[src/rtl/dispense_pulse_gen.sv]
// dispense_pulse_gen: turns request pulses into timed active-low actuator pulses with a queued, saturating backlog
module dispense_pulse_gen #(
    parameter int HOLD_CYCLES = 16,
    parameter int GAP_CYCLES  = 8,
    parameter int CNT_W       = 16,
    parameter int PEND_W      = 2
) (
    input  logic              Clk,
    input  logic              nRst,
    input  logic              PulseIn,
    input  logic              OvfClr,
    output logic              ActOut_n,
    output logic              Busy,
    output logic              Done,
    output logic [PEND_W-1:0] Pending,
    output logic              Overflow
);
    typedef enum logic [1:0] {IDLE, ACTIVE, GAP} state_t;
    localparam logic [CNT_W-1:0]  HOLD_LAST = CNT_W'(HOLD_CYCLES - 1);
    localparam logic [CNT_W-1:0]  GAP_LAST  = CNT_W'(GAP_CYCLES - 1);
    localparam logic [PEND_W-1:0] PEND_MAX  = '1;
    state_t            state_q, state_d;
    logic [CNT_W-1:0]  cnt_q, cnt_d;
    logic [PEND_W-1:0] pend_q, pend_d;
    logic              ovf_q, ovf_d;
    logic              inc, dec, drop, done_d;
    assign Pending  = pend_q;
    assign Overflow = ovf_q;
    // next-state, hold/gap timing and backlog accounting (a decrement frees room for a same-edge request)
    always_comb begin
        state_d = state_q;
        cnt_d   = cnt_q;
        inc     = 1'b0;
        dec     = 1'b0;
        drop    = 1'b0;
        done_d  = 1'b0;
        case (state_q)
            IDLE: if (PulseIn || pend_q != '0) begin
                state_d = ACTIVE;
                cnt_d   = '0;
                dec     = pend_q != '0;
                inc     = PulseIn && pend_q != '0;
            end
            ACTIVE: if (cnt_q == HOLD_LAST) begin
                state_d = GAP;
                cnt_d   = '0;
                done_d  = 1'b1;
            end else cnt_d = cnt_q + CNT_W'(1);
            GAP: if (cnt_q == GAP_LAST) begin
                state_d = pend_q != '0 ? ACTIVE : IDLE;
                cnt_d   = '0;
                dec     = pend_q != '0;
            end else cnt_d = cnt_q + CNT_W'(1);
            default: state_d = IDLE;
        endcase
        if (state_q != IDLE && PulseIn) begin
            inc  = pend_q != PEND_MAX || dec;
            drop = !inc;
        end
        pend_d = pend_q + PEND_W'(inc) - PEND_W'(dec);
        ovf_d  = drop | (ovf_q & ~OvfClr);
    end
    // state and outputs registered together so outputs track the current state
    always_ff @(posedge Clk or negedge nRst) begin
        if (!nRst) begin
            state_q  <= IDLE;
            cnt_q    <= '0;
            pend_q   <= '0;
            ovf_q    <= 1'b0;
            ActOut_n <= 1'b1;
            Busy     <= 1'b0;
            Done     <= 1'b0;
        end else begin
            state_q  <= state_d;
            cnt_q    <= cnt_d;
            pend_q   <= pend_d;
            ovf_q    <= ovf_d;
            ActOut_n <= state_d != ACTIVE;
            Busy     <= state_d != IDLE;
            Done     <= done_d;
        end
    end
endmodule

[config.mk]
export PLATFORM = sky130hd
export DESIGN_NAME = dispense_pulse_gen
export DESIGN_NICKNAME = d
export VERILOG_FILES = /design/src/rtl/dispense_pulse_gen.sv
export SDC_FILE = /design/constraint.sdc
export NUM_CORES = 1
export LEC_CHECK = 0
export BUFFER_PORTS_ARGS = -buffer_cell sky130_fd_sc_hd__buf_2
export CAP_MARGIN = 0
export CORE_MARGIN = 4
export CORE_UTILIZATION = 40
export CTS_CLUSTER_DIAMETER = 100
export DETAILED_ROUTE_END_ITERATION = 10
export PLACE_DENSITY = 0.66
export RECOVER_POWER = 50
export REMOVE_ABC_BUFFERS = 1
export SLEW_MARGIN = 25
export SYNTH_ARGS = -nofsm -noshare
export SYNTH_HDL_FRONTEND = slang
export SYNTH_SLANG_ARGS = --single-unit
export TNS_END_PERCENT = 5
[constraint.sdc]
create_clock -name Clk -period 2.6 [get_ports Clk]
set_input_delay 0 -clock Clk [delete_from_list [all_inputs] [get_ports Clk]]
set_output_delay 0 -clock Clk [all_outputs]
set_load 0.01 [all_outputs]
Word-level counts from Yosys, hierarchy flattened
Index checks and enable logic that the tools add are counted.

Bits in latches: 0. Logic and storage cells: 49. Bits of input ports: 4. ROM bits: 0. Memories kept: 0. Output and inout bits: 6. Memory bits (writable): 0. Flip-flop bits (word level): 24.

Bitwise operators: 3. Div/mod/pow operators: 0. Shift-type cells: 0. Reduce and logical (&&, ||, !) cells: 11. Equality and inequality tests: 7. Muxes and demuxes: 18. $lt $le $gt $ge: 0. Add/subtract/negate cells: 3. $mul: 0.

Operators with widths (count): 16-bit two-way mux (3); 16-bit one-hot mux with 3 select lines (1); 16-bit by 1-bit adder with 16-bit output (second input constant) (1); 16-bit by 3-bit equality test with 1-bit output (second input constant) (1); 16-bit by 4-bit equality test with 1-bit output (second input constant) (1); 1-bit two-way mux (9); 2-bit two-way mux (3); 2-bit one-hot mux with 3 select lines (1); 2-bit nonzero test (3); 2-bit != test (second input constant) (2); 3-bit nonzero test (1); 2-bit by 1-bit adder with 2-bit output (1); 2-bit by 1-bit equality test with 1-bit output (second input constant) (1); 2-bit equality test (second input constant) (1); 1-bit logical AND (2); 2-bit zero test (1); 1-bit logical OR (2); 2-bit by 1-bit != test with 1-bit output (second input constant) (1); 1-bit one-hot mux with 2 select lines (1); 2-bit AND reduction (1); 2-bit by 1-bit subtractor with 2-bit output (1); 1-bit bitwise AND (1); 1-bit zero test (1); 1-bit inverter (1); 1-bit bitwise OR (1).

Longest topological paths before layout
Gate-level depths: netlist (run 1).

Depth after elaboration: 8. Depth in mapped cells: 11. Gate-level depth less buffers: 11.

Worst setup path after synthesis (run 1)
No wires, ideal clock.

Path type: register to register. Start point: reg cnt_q[0]. End point: reg pend_q[1] (netlist: Pending[1]). Data arrival time: 2.031 ns. Buffers on the path: 0. Library setup time: 0.080 ns. Slack: 0.489 ns. Required time: 2.520 ns. Period minus slack after synthesis: 2.111 ns. Stages on the path, launching flop included: 11. Cell sequence: dfrtp_1 ha_1 and3b_2 a41oi_2 nor2_1 o211ai_1 ha_1 inv_1 ha_1 xnor2_1 xnor2_1.

Word-level cells in the longest chain between the ends: 7.

RTL lines: from (decl) (RTL line 23) `logic [CNT_W-1:0] cnt_q, cnt_d;`; from (signal assigned) (RTL line 75) `cnt_q <= cnt_d;`; 16-bit by 3-bit equality test with 1-bit output * (RTL line 49) `GAP: if (cnt_q == GAP_LAST) begin`; 1-bit two-way mux * (RTL line 49); 1-bit one-hot mux with 2 select lines * (RTL line 37) `case (state_q)`; 1-bit logical OR (RTL line 57) `inc = pend_q != PEND_MAX || dec;`; 1-bit two-way mux (RTL line 56) `if (state_q != IDLE && PulseIn) begin`; 2-bit by 1-bit adder with 2-bit output (RTL line 60) `pend_d = pend_q + PEND_W'(inc) - PEND_W'(dec);`; 2-bit by 1-bit subtractor with 2-bit output * (RTL line 60); via pend_d[1] (RTL line 24) `logic [PEND_W-1:0] pend_q, pend_d;`; to (signal assigned) (RTL line 76) `pend_q <= pend_d;`; to (decl) (RTL line 24).

The timed path passes the listed nets; every way through them passes the cells marked *. A chain may end at the register's enable or synchronous reset.

Worst setup path after layout (run 1)
Start point: reg cnt_q[7]. End point: reg pend_q[1] (netlist: Pending[1]).

Same word-level chain as after synthesis.

==> summary.md, run 1 <==
| Metric | Value |
|---|---|
| M1 WL | 1.27 mm |
| CTS-repair resized insts | 0 |
| Overflow after GRT | 0 |
| Detailed-route wire length | about 2.7 mm |
| Design area | approximately 1500 µm² |
| Met3 WL | around 94 µm |
| Vias/cell | approximately 5.4 |
| Clk_lat worst skew | about 0.32 ns |
| IO Count | 10 |
| Final-stage net count | roughly 160 |
| Largest net degree at the start of global routing | 25 |
| P_int | 677 µW |
| Clock Power Share | between 10% and 20% |
| Worst Max-Slew Pin Slew | about 1.3 ns |
| Run status | finished, final reports clean |
| Synth Flop Type | dfrtp_1 |
| Vias in the first global route | approximately 1,100 |
| Port buffer count | 9 |
| Pleak | ~0.00066 µW |
| Die area | 4550 µm² |
| Overall power | 1100 µW |
| Cell Pwr Density | roughly 700 nW/µm² |
| Number of synthesized flops with an enable pin | 0 |
| Setup violators final | 0 |
| HP Class | in -> reg |
| Async S/R FF share, synth | 100% |
| TritonCTS clock tree | done |
| Worst setup path endpoint | Pending[1] |
| Slew headroom | 13.2% |
| Top post-synthesis cells by area | dfrtp_1, ha_1, xor2_1, nor4_4, nor2_1 |
| Highest metal used | met4 |
| Clock buffer count from CTS | 3 |
| Dpl hpwl | 1.99 mm |
| Initial Utilization | between 40% and 50% |
| Leading area contributor after synthesis | dfrtp_1 |
| CORE AREA | around 3400 µm² |
| Sum Neg Setup Slack | 0 ns |
| Crit Path Category | reg -> reg |
| CP endpoint kind | register |
| Clock slew at reported path FFs | between 0.1 and 0.15 ns |
| Critical-path top delay cell | dfrtp_1 |
| Antenna Nets Post-Route | 0 |
| Sequential fraction of the synthesis area | between 40 and 50% |
| Syn_area_per_cell | approximately 10 µm² |
| Register area | roughly 600 µm² |
| Synth Instances | ~140 |
| Final Slew Violations | 0 |
| Min Clock Period, post-route | between 2 and 2.5 ns |
| Met2 WL | ~1.3 mm |
| Worst path top cell family by delay | simple AND/OR/NAND/NOR gates |
| Die width | roughly 67 µm |
| CTS root buffer | clkbuf_4 |
| Yosys warns | 0 |
| Reg-to-Reg Start | cnt_q[7] |
| Routed vias | roughly 1,000 |
| Sw Share | 38.6% |
| Die height | 67.5 µm |
| Net switching power | ~430 µW |
| R2R Path End | Pending[1] |
| Critical path peak fanout | 7 |
| Setup crit start | cnt_q[7] |
| Sequential Power Share | between 40% and 50% |
| Multi-input gate area | about 760 µm² |
| DRT Pass-1 Iters | 4 |
| FP Rows | 21 |
| Final Wtd Congestion | roughly 0.84 |
| Final Cycle Share | 89.5% |
| CP Buf/Inv Count | 1 |
| WP data arrival | ~2.6 ns |
| Placement Cell Area | between 1000 and 1500 µm² |
| Initial drt markers | 74 |
| RSZ-0062 raised after global routing | false |
| CP cell instances | nor4_4 -> a41oi_2 -> nor2_1 -> o211ai_1 -> ha_1 -> inv_1 -> ha_1 -> xnor2_1 -> xnor2_1 |
| Max stage delay on crit path | 0.52 ns |
| TritonCTS Sinks | 24 |
| Worst Setup Start Kind | register |
| Global Route Usage Sum | approximately 14% |
| Max Cap Viol | 0 |
| Worst path depth | 9 |
| First-pass GRT wire length | 4.90 mm |
| Number of diodes | 0 |
| DRC viols | 0 |
| Mapped Area | about 1400 µm² |
| Clock Skew | ~0.015 ns |
| Worst EP required | about 2.8 ns |
| Worst R2R Path Depth | 9 |
| Area Growth Syn to Fin | 8.85% |
| Layout cells sized above 1 | between 10% and 20% |
| CTS Buffer Depth | 2 |
| Final Hold Viols | 0 |
| Worst vdd ir | between 400 and 500 µV |
| Worst hold slack | about 0.037 ns |
| Synth unique cells | 39 |
| Fmax | between 0.4 and 0.5 GHz |
| Antenna violations before repair | 0 |
| Routed len/inst | 13.7 µm |
| Fillers | approximately 340 |
| H-tree levels | 1 |
| Yosys top cell area share | between 40% and 50% |
| Final core occ | ~46% |
| Number of synthesized register bits | 24 |
| R2R setup slack | roughly 0.27 ns |
| Combinational power share | between 30% and 40% |
metal layers:
| metal | global-route usage [%] | vias up |
|---|---|---|
| li1 | - | 505 |
| met1 | 18.4 | 518 |
| met2 | 22.7 | 14 |
| met3 | 4.33 | 2 |
| met4 | 2.78 | 0 |
| met5 | 0 | - |
cells in the mapped netlist (3+ instances only):
cell type,count
nand2b_1,5
o21ai_0,5
xnor2_1,4
inv_1,6
o2bb2ai_1,4
and3_1,3
nand3_1,4
nand2_1,8
dfrtp_1,23
nor2_2,3
nor4_4,3
ha_1,8
nor2_1,13
nand4_1,7
xor2_1,8
power by group through the flow:
stage	clock network [µW]	registers, µW	logic [µW]
2_1_floorplan	0	519	297
3_3_place_gp	0	505	420
3_5_place_dp	0	511	434
4_1_cts	177	504	438
5_1_grt	196	515	497
6_report	171	504	428
logic make-up (layout without fill, tap and decap cells):
logic type                 after synthesis  count (layout)  synth area share [%]
and+or+nand+nor                         61              61                  28.1
muxes                                    1               1                 0.796
xor gates and xnor gates                12              12                  7.43
adders and majority gates                8               8                  7.08
buffers and inverters                    9              22                  3.45
DFF                                     24              24                  42.6
AOI/OAI and AO/OA                       20              20                  10.6
sequential cells by signal (all words and copies together) (netlist names):
register	count
Done	1
state_q	2
cnt_q	16
Busy	1
Overflow	1
Pending	2
ActOut_n	1
per-stage QoR:
| stage | worst slack (ns) | instances |
|---|---|---|
| 4_1_cts | 0.270 | 194 |
| 5_1_grt | 0.128 | 194 |
| 6_report | 0.272 | 194 |
| 3_5_place_dp | 0.305 | 188 |
| 3_3_place_gp | 0.390 | 188 |
| 2_1_floorplan | 0.489 | 132 |
tightest hold or removal path: stages:
cell	delay, ns
buf_2	0.12
nand4b_1	0.11
o22ai_1	0.08
repair_timing:
| action | 4_1_cts | 5_1_grt |
|---|---|---|
| setup buffers | 0 | 0 |
| hold buffers | 2 | 0 |
| endpoints found under the hold margin | 24 | 0 |
final cells by class:
type                       instances  share of cell area, %
inverter                           6                   1.46
multi-input combinational        102                   49.6
timing repair buffer              12                   4.39
tap                               46                   3.74
sequential                        24                   39.1
clock buffer                       4                   1.71
cells in the final DEF, fill, tap and decap left out, types with 2 or more instances in the layout:
cell type,count
nor2_1,13
clkbuf_4,3
xnor2_1,4
nand4_1,7
buf_2,5
nand3_1,4
nor4b_2,2
and4_1,2
dlygate4sd3_1,2
and3_1,3
nand2_1,8
or2_2,2
inv_1,6
ha_1,8
o2bb2ai_1,4
nor4_4,3
o21ai_1,2
and2_1,2
xor2_1,8
nor3_1,2
nor2_2,3
clkbuf_1,5
o21ai_0,5
dfrtp_1,23
nand2b_1,5
how the worst min path moves through the flow:
stage / from / endpoint / slack, ns / cells after the start
after floorplan: nRst / Busy / -0.30 / 0
after global placement: nRst / cnt_q[5] / 0.007 / 1
after detailed placement: nRst / cnt_q[9] / 0.01 / 1
after CTS: PulseIn / Overflow / 0.03 / 3
after global routing: PulseIn / Overflow / 0.02 / 3
final: PulseIn / Overflow / 0.04 / 3
Note: power is estimated with default switching activity, not from simulation.
==> run 2: changes to the inputs <==
--- a/config.mk
+++ b/config.mk
@@ -11,7 +11,7 @@
 export CORE_UTILIZATION = 40
 export CTS_CLUSTER_DIAMETER = 100
 export DETAILED_ROUTE_END_ITERATION = 10
-export PLACE_DENSITY = 0.66
+export PLACE_DENSITY = 0.63
 export RECOVER_POWER = 50
 export REMOVE_ABC_BUFFERS = 1
 export SLEW_MARGIN = 25
==> run 2 against run 1 <==
  * Setup slack better by 0.031 ns
  * Sequential share of layout area decreased by 0.25 points
  * Clock power is 19% higher
  * Wire length is 3.2% lower
  * Power rose by 3.1%
  * Final cell count did not move
  * Global-route usage down 0.36 points
  * Via count is 3.4% lower
==> summary.md, run 2 (synthesis results as in run 1) <==
| Metric | Value |
|---|---|
| CP most frequent cell | ha_1 |
| Vias/cell | 5.18 (-3.4%) |
| Die width | 67.5 µm (unchanged) |
| Die area | 4550 µm² (unchanged) |
| Global Route Usage Sum | 13.6% (-0.36 points) |
| Slew headroom | 18.0% (+4.8 points) |
| Largest net degree at the start of global routing | 25 (unchanged) |
| DRT Pass-1 Iters | 4 (unchanged) |
| Sequential Power Share | 44.1% (-1.6 points) |
| R2R Path End | Pending[1] |
| Clock buffer count from CTS | 3 (unchanged) |
| CTS Buffer Depth | 2 (unchanged) |
| Pre-CTS setup slack | 0.314 ns (+0.00913 ns) |
| DRC viols | 0 (unchanged) |
| Placement Cell Area | 1500 µm² (unchanged) |
| Setup violators final | 0 (unchanged) |
| Sum Neg Setup Slack | 0 ns (unchanged) |
| Area Growth Syn to Fin | 9.56% |
| Clock Power Share | 17.9% (+2.4 points) |
| Routed vias | 1,004 (-3.4%) |
| Max Cap Viol | 0 (unchanged) |
| IO Count | 10 (unchanged) |
| Worst EP required | 2.86 ns (+0.02 ns) |
| Port buffer count | 9 (unchanged) |
| R2R setup slack | 0.30 ns (+0.03 ns) |
| CP cell instances | ha_1 -> and3b_2 -> a41oi_2 -> nor2_1 -> o211ai_1 -> ha_1 -> inv_1 -> ha_1 -> xnor2_1 -> xnor2_1 |
| Max reg flops | 16 (unchanged) |
| WP data arrival | 2.56 ns (about the same) |
| RSZ-0062 raised after global routing | false |
| CP Buf/Inv Count | 1 (unchanged) |
| Critical path peak fanout | 6 (-1) |
| Clock Skew | 0.00367 ns (-0.0109 ns) |
| Setup crit start | cnt_q[0] |
| Max stage delay on crit path | 0.43 ns (-0.09 ns) |
| Final Hold Viols | 0 (unchanged) |
| HP Class | in -> reg |
| Net switching power | 432 µW (+1.7%) |
| Critical-path top delay cell | dfrtp_1 |
| Commonest non-fill, non-tap cell in the layout | dfrtp_1 |
| Clock slew at reported path FFs | 0.13 ns (about the same) |
| Worst vdd ir | 392 µV (-2.5%) |
| Final worst slack | 0.303 ns (+0.0307 ns) |
| Commonest cells after routing, fill and taps aside | dfrtp_1, nor2_1, nand2_1, xor2_1, ha_1 |
| TritonCTS clock tree | done |
| Register area | 602 µm² (unchanged) |
| Design area | 1550 µm² (+0.65%) |
| Detailed-route wire length | 2.58 mm (-3.2%) |
| Sw Share | 38.1% (-0.51 points) |
| Worst path top cell family by delay | adder cells |
| Die height | 67.5 µm (unchanged) |
| Top reg by flops | cnt_q |
| Worst Max-Slew Pin Slew | 1.23 ns (-0.0721 ns) |
| Worst R2R Path Depth | 10 (+1) |
| Worst path depth | 10 (+1) |
| Layout cells sized above 1 | 18.2% (+0.68 points) |
| Final Wtd Congestion | 0.894 (+7.0%) |
| Crit Path Category | reg -> reg |
| Cell Pwr Density | 734 nW/µm² (+2.4%) |
| Fillers | 353 (+3.2%) |
| Vias in the first global route | 1,021 (-3.0%) |
| Clk_lat worst skew | 0.33 ns (about the same) |
| Number of diodes | 0 (unchanged) |
| CTS root buffer | clkbuf_4 |
| Multi-input gate area | 763 µm² (unchanged) |
| Initial drt markers | 46 (-38%) |
| H-tree levels | 1 (unchanged) |
| Fmax | 0.435 GHz (+1.3%) |
| First-pass GRT wire length | 4.69 mm (-4.4%) |
| Worst Setup Start Kind | register |
| Final-stage net count | 161 (unchanged) |
| CTS-repair resized insts | 0 (unchanged) |
| Worst setup path endpoint | Pending[1] |
| Reg-to-Reg Start | cnt_q[0] |
| Antenna violations before repair | 0 (unchanged) |
| Routed len/inst | 13.3 µm (-3.2%) |
| Pleak | 0.000666 µW (+0.91%) |
| Initial Utilization | 42.0% (unchanged) |
| Final Slew Violations | 0 (unchanged) |
| Antenna Nets Post-Route | 0 (unchanged) |
| Run status | finished, final reports clean |
| CP endpoint kind | register |
| Dpl hpwl | 1.98 mm (-0.31%) |
| TritonCTS Sinks | 24 (unchanged) |
| FP Rows | 21 (unchanged) |
| Final Cycle Share | 88.3% (-1.2 points) |
| Combinational power share | 37.9% (-0.9 points) |
| Min Clock Period, post-route | 2.30 ns (-0.0307 ns) |
| Overflow after GRT | 0 (unchanged) |
| P_int | 704 µW (+3.9%) |
| CORE AREA | 3360 µm² (unchanged) |
[run 2: cell counts in the layout (fill, tap and decap cells not counted)]
Identical to the previous run, type by type.
[run 2: layout make-up]
class | count | share of cell area, %
multi-input cells | 102 | 49.3
flip-flops and latches | 24 | 38.9
repair buffers | 12 | 4.36
well taps | 46 | 3.72
clock buffers | 4 | 2.34
inverters | 6 | 1.45
[run 2: worst min-delay path by stage]
stage / startpoint / end / cells past startpoint
after floorplan: nRst / Busy / 0
after global placement: nRst / cnt_q[5] / 1
after detailed placement: nRst / cnt_q[5] / 1
after CTS: PulseIn / Overflow / 3
after global routing: PulseIn / Overflow / 3
final: PulseIn / Overflow / 3
[run 2: per-layer routing]
layer  GRT usage [%]  routed length, µm  vias to the layer above
met5               0                  0                        -
met4            5.32                 46                        0
met3            2.00                 75                        5
met2            21.7               1210                       13
met1            18.5               1240                      476
li1                -                  -                      510
[run 2: through the flow]
step | total power, µW | hold slack (ns) | utilization, % | std cells
after detailed placement | 948 | 0.00758 | 44.5 | 188
final | 1140 | 0.0437 | 46.1 | 194
after global routing | 1230 | 0.0783 | 46.1 | 194
after global placement | 922 | 0.00553 | 44.5 | 188
after CTS | 1150 | 0.0389 | 46.2 | 194
after floorplan | 816 | -0.296 | - | 132
[run 2: power by group through the flow]
stage          logic (µW)  registers, µW  clock network, µW
5_1_grt               500            508                222
6_report              431            501                204
3_3_place_gp          419            504                  0
4_1_cts               442            500                210
3_5_place_dp          440            508                  0
2_1_floorplan         297            519                  0
[run 2: worst reg2reg max path: stages (launching register included)]
cell and delay, ns:
dfrtp_1 0.43, ha_1 0.26, and3b_2 0.25, a41oi_2 0.29, nor2_1 0.09, o211ai_1 0.17, ha_1 0.25, inv_1 0.05
ha_1 0.15, xnor2_1 0.14, xnor2_1 0.15
[run 2: timing repair]
item | 4_1_cts | 5_1_grt
hold endpoints to repair | 25 | 0
setup buffers | 0 | 0
hold buffers | 2 | 0
==> run 3: changes to the inputs <==
--- a/config.mk
+++ b/config.mk
@@ -5,13 +5,14 @@
 export SDC_FILE = /design/constraint.sdc
 export NUM_CORES = 1
 export LEC_CHECK = 0
+export ABC_AREA = 1
 export BUFFER_PORTS_ARGS = -buffer_cell sky130_fd_sc_hd__buf_2
 export CAP_MARGIN = 0
 export CORE_MARGIN = 4
 export CORE_UTILIZATION = 40
 export CTS_CLUSTER_DIAMETER = 100
 export DETAILED_ROUTE_END_ITERATION = 10
-export PLACE_DENSITY = 0.63
+export PLACE_DENSITY = 0.62
 export RECOVER_POWER = 50
 export REMOVE_ABC_BUFFERS = 1
 export SLEW_MARGIN = 25
==> run 3 against run 2 <==
  * Clock power up 27%
  * Die area up 10%
  * Sequential cell count unchanged
  * Setup slack better by 0.25 ns
  * First-iteration DRC count up 39%
  * Global-route usage down 0.35 points
  * Fmax up 12%
  * Clock skew up 0.0082 ns
  * Core utilization about the same
  * Clock-buffer cell count unchanged
  * Register-to-register slack better by 0.25 ns
  * Via count up 29%
  * Highest routed layer unchanged
==> summary.md, run 3 <==
| Metric | Value |
|---|---|
| HP Class | in -> reg |
| Port buffer count | 9 (unchanged) |
| Antenna Nets Post-Route | 0 (unchanged) |
| Overflow after GRT | 0 (unchanged) |
| Top reg by flops | cnt_q |
| Sum Neg Setup Slack | 0 ns (unchanged) |
| First-pass GRT wire length | 5.40 mm (+15%) |
| # placed instances | 269 (+43%) |
| Worst path top cell family by delay | adder cells |
| Die area | 5020 µm² (+10%) |
| Die height | 70.8 µm (+5.0%) |
| Worst EP required | 2.76 ns (-0.10 ns) |
| CP cell instances | ha_1 -> nand3_1 -> nor2_1 -> nand2_1 -> nand2_2 -> nand2_1 -> nand3_1 -> nand2_1 -> ha_1 -> inv_1 -> ha_1 -> xnor2_1 |
| Number of diodes | 0 (unchanged) |
| DRC viols | 0 (unchanged) |
| Clock Skew | 0.0119 ns (+0.00821 ns) |
| Leading area contributor after synthesis | dfrtp_1 |
| IO Count | 10 (unchanged) |
| Non-Filler Instances | 275 (+42%) |
| Crit Path Category | reg -> reg |
| Worst Max-Slew Pin Slew | 1.32 ns (+0.0872 ns) |
| Synth top cells by count | nand2_1, nor2_1, inv_1 |
| Clock slew at reported path FFs | 0.08 ns (-0.05 ns) |
| Clock buffer count from CTS | 3 (unchanged) |
| Slew headroom | 12.2% (-5.8 points) |
| CP endpoint kind | register |
| Fmax | 0.487 GHz (+12%) |
| FP Rows | 22 (+4.8%) |
| Layout cells sized above 1 | 11.9% (-6.3 points) |
| Max Cap Viol | 0 (unchanged) |
| Final Wtd Congestion | 0.805 (-10%) |
| Synth unique cells | 23 (-41%) |
| CTS Buffer Depth | 2 (unchanged) |
| Routed len/inst | 11.2 µm (-16%) |
| Number of synthesized flops with an enable pin | 0 (unchanged) |
| Async S/R FF share, synth | 100% (unchanged) |
| CTS-repair resized insts | 0 (unchanged) |
| Top post-synthesis cells by area | dfrtp_1, nand2_1, nor2_1, inv_1, nand3_1 |
| CP Buf/Inv Count | 1 (unchanged) |
| DRT Pass-1 Iters | 4 (unchanged) |
| Yosys top cell area share | 36.5% (-4.3 points) |
| TritonCTS Sinks | 24 (unchanged) |
| CTS root buffer | clkbuf_8 |
| Register area | 602 µm² (unchanged) |
| Number of synthesized register bits | 24 (unchanged) |
| Fillers | 413 (+17%) |
| Antenna violations before repair | 0 (unchanged) |
| Detailed-route wire length | 3.08 mm (+19%) |
| Final-stage net count | 240 (+49%) |
| Worst Setup Start Kind | register |
| Synth Flop Type | dfrtp_1 |
| Synth Instances | 215 (+59%) |
| R2R setup slack | 0.55 ns (+0.25 ns) |
| Final Cycle Share | 78.9% (-9.4 points) |
| Multi-input gate area | 830 µm² (+8.7%) |
| WP data arrival | 2.21 ns (-0.35 ns) |
| RSZ-0062 raised after global routing | false |
| H-tree levels | 1 (unchanged) |
| Max stage delay on crit path | 0.41 ns (-0.02 ns) |
| Initial drt markers | 64 (+39%) |
| Pleak | 0.000801 µW (+20%) |
| Max reg flops | 16 (unchanged) |
| Final Hold Viols | 0 (unchanged) |
| Syn_area_per_cell | 7.34 µm² (-30%) |
| Count leader, synth | nand2_1 |
| Critical-path top delay cell | dfrtp_1 |
| Min Clock Period, post-route | 2.05 ns (-0.245 ns) |
| Commonest cells after routing, fill and taps aside | nand2_1, nor2_1, inv_1, dfrtp_1, nand3_1 |
| Die width | 70.8 µm (+5.0%) |
| Largest net degree at the start of global routing | 25 (unchanged) |
| Global Route Usage Sum | 13.3% (-0.35 points) |
| Initial Utilization | 42.2% (+0.14 points) |
| Run status | finished, final reports clean |
| Critical path peak fanout | 5 (-1) |
| Yosys warns | 0 (unchanged) |
| Vias/cell | 4.73 (-8.7%) |
| Final Slew Violations | 0 (unchanged) |
| Routed vias | 1,300 (+29%) |
| Mapped Area | 1580 µm² (+12%) |
| Sequential fraction of the synthesis area | 38.1% (-4.5 points) |
| TritonCTS clock tree | done |
| Worst vdd ir | 233 µV (-40%) |
| Commonest non-fill, non-tap cell in the layout | nand2_1 |
| Area Growth Syn to Fin | 9.11% |
| Vias in the first global route | 1,185 (+16%) |
| Setup violators final | 0 (unchanged) |
| Cell Pwr Density | 713 nW/µm² (-2.8%) |
| Final core occ | 46.0% (about the same) |
| Clk_lat worst skew | 0.27 ns (-0.06 ns) |
| Dpl hpwl | 2.30 mm (+16%) |
| CORE AREA | 3740 µm² (+11%) |
## run 3: final cells by class
class	instances	area share (%)
Timing Repair Buffer	12	3.92
Tap cell	48	3.49
Clock buffer	4	3.20
Inverter	29	6.32
Sequential cell	24	34.9
Multi-Input combinational cell	158	48.1
## run 3: repair_timing
action,4_1_cts,5_1_grt
endpoints found under the setup margin,0,0
hold buffers,2,0
hold endpoints to repair,24,0
buffers inserted,0,0
## run 3: cell families after synthesis
kind of cell	share of synthesized area, %
and+or+nand+nor	37.8
AOI/OAI and AO/OA	3.96
buffers and inverters	9.35
DFF	38.1
xor gates and xnor gates	4.44
adders and majority gates	6.34
## run 3: through the flow
stage / instance area (µm²) / power [µW] / hold slack [ns] / setup WS, ns
2_1_floorplan: 1540 / 844 / -0.296 / 0.715
6_report: 1720 / 1230 / 0.203 / 0.548
5_1_grt: 1720 / 1320 / 0.249 / 0.376
3_5_place_dp: 1650 / 989 / 0.0183 / 0.559
3_3_place_gp: 1650 / 973 / 0.0126 / 0.623
4_1_cts: 1730 / 1250 / 0.196 / 0.540
## run 3: worst register-to-register path, delay by kind of cell (launching register included)
kind | cells | cell delay (ns)
xor gates and xnor gates | 1 | 0.12
adders and majority gates | 3 | 0.69
buffers and inverters | 1 | 0.04
DFF | 1 | 0.41
and+or+nand+nor | 7 | 0.69
## run 3: power by group
| group | leakage [µW] | internal [µW] | switching (µW) |
|---|---|---|---|
| Combinational | 0.000451 | 168 | 299 |
| Sequential | 0.000321 | 442 | 59.0 |
| Clock | 0.0000288 | 135 | 125 |
| Total | 0.000801 | 745 | 483 |
## run 3: worst paths after layout
kind	startpoint	endpoint	cells past startpoint
setup reg to reg	cnt_q[0]	Pending[1]	12
min in group asynchronous	nRst	cnt_q[11]	2
hold reg to reg	Overflow	Overflow	2
setup / recovery	cnt_q[0]	Pending[1]	12
max in group asynchronous	nRst	Busy	2
hold / removal	PulseIn	Overflow	5
## run 3: per-layer routing
layer  wire length (µm)  vias up  track usage (%)
met2               1380       14             20.9
met1               1600      591             18.5
li1                   -      692                -
met3                 78        3             2.13
met5                  0        -                0
met4                 21        0             4.38
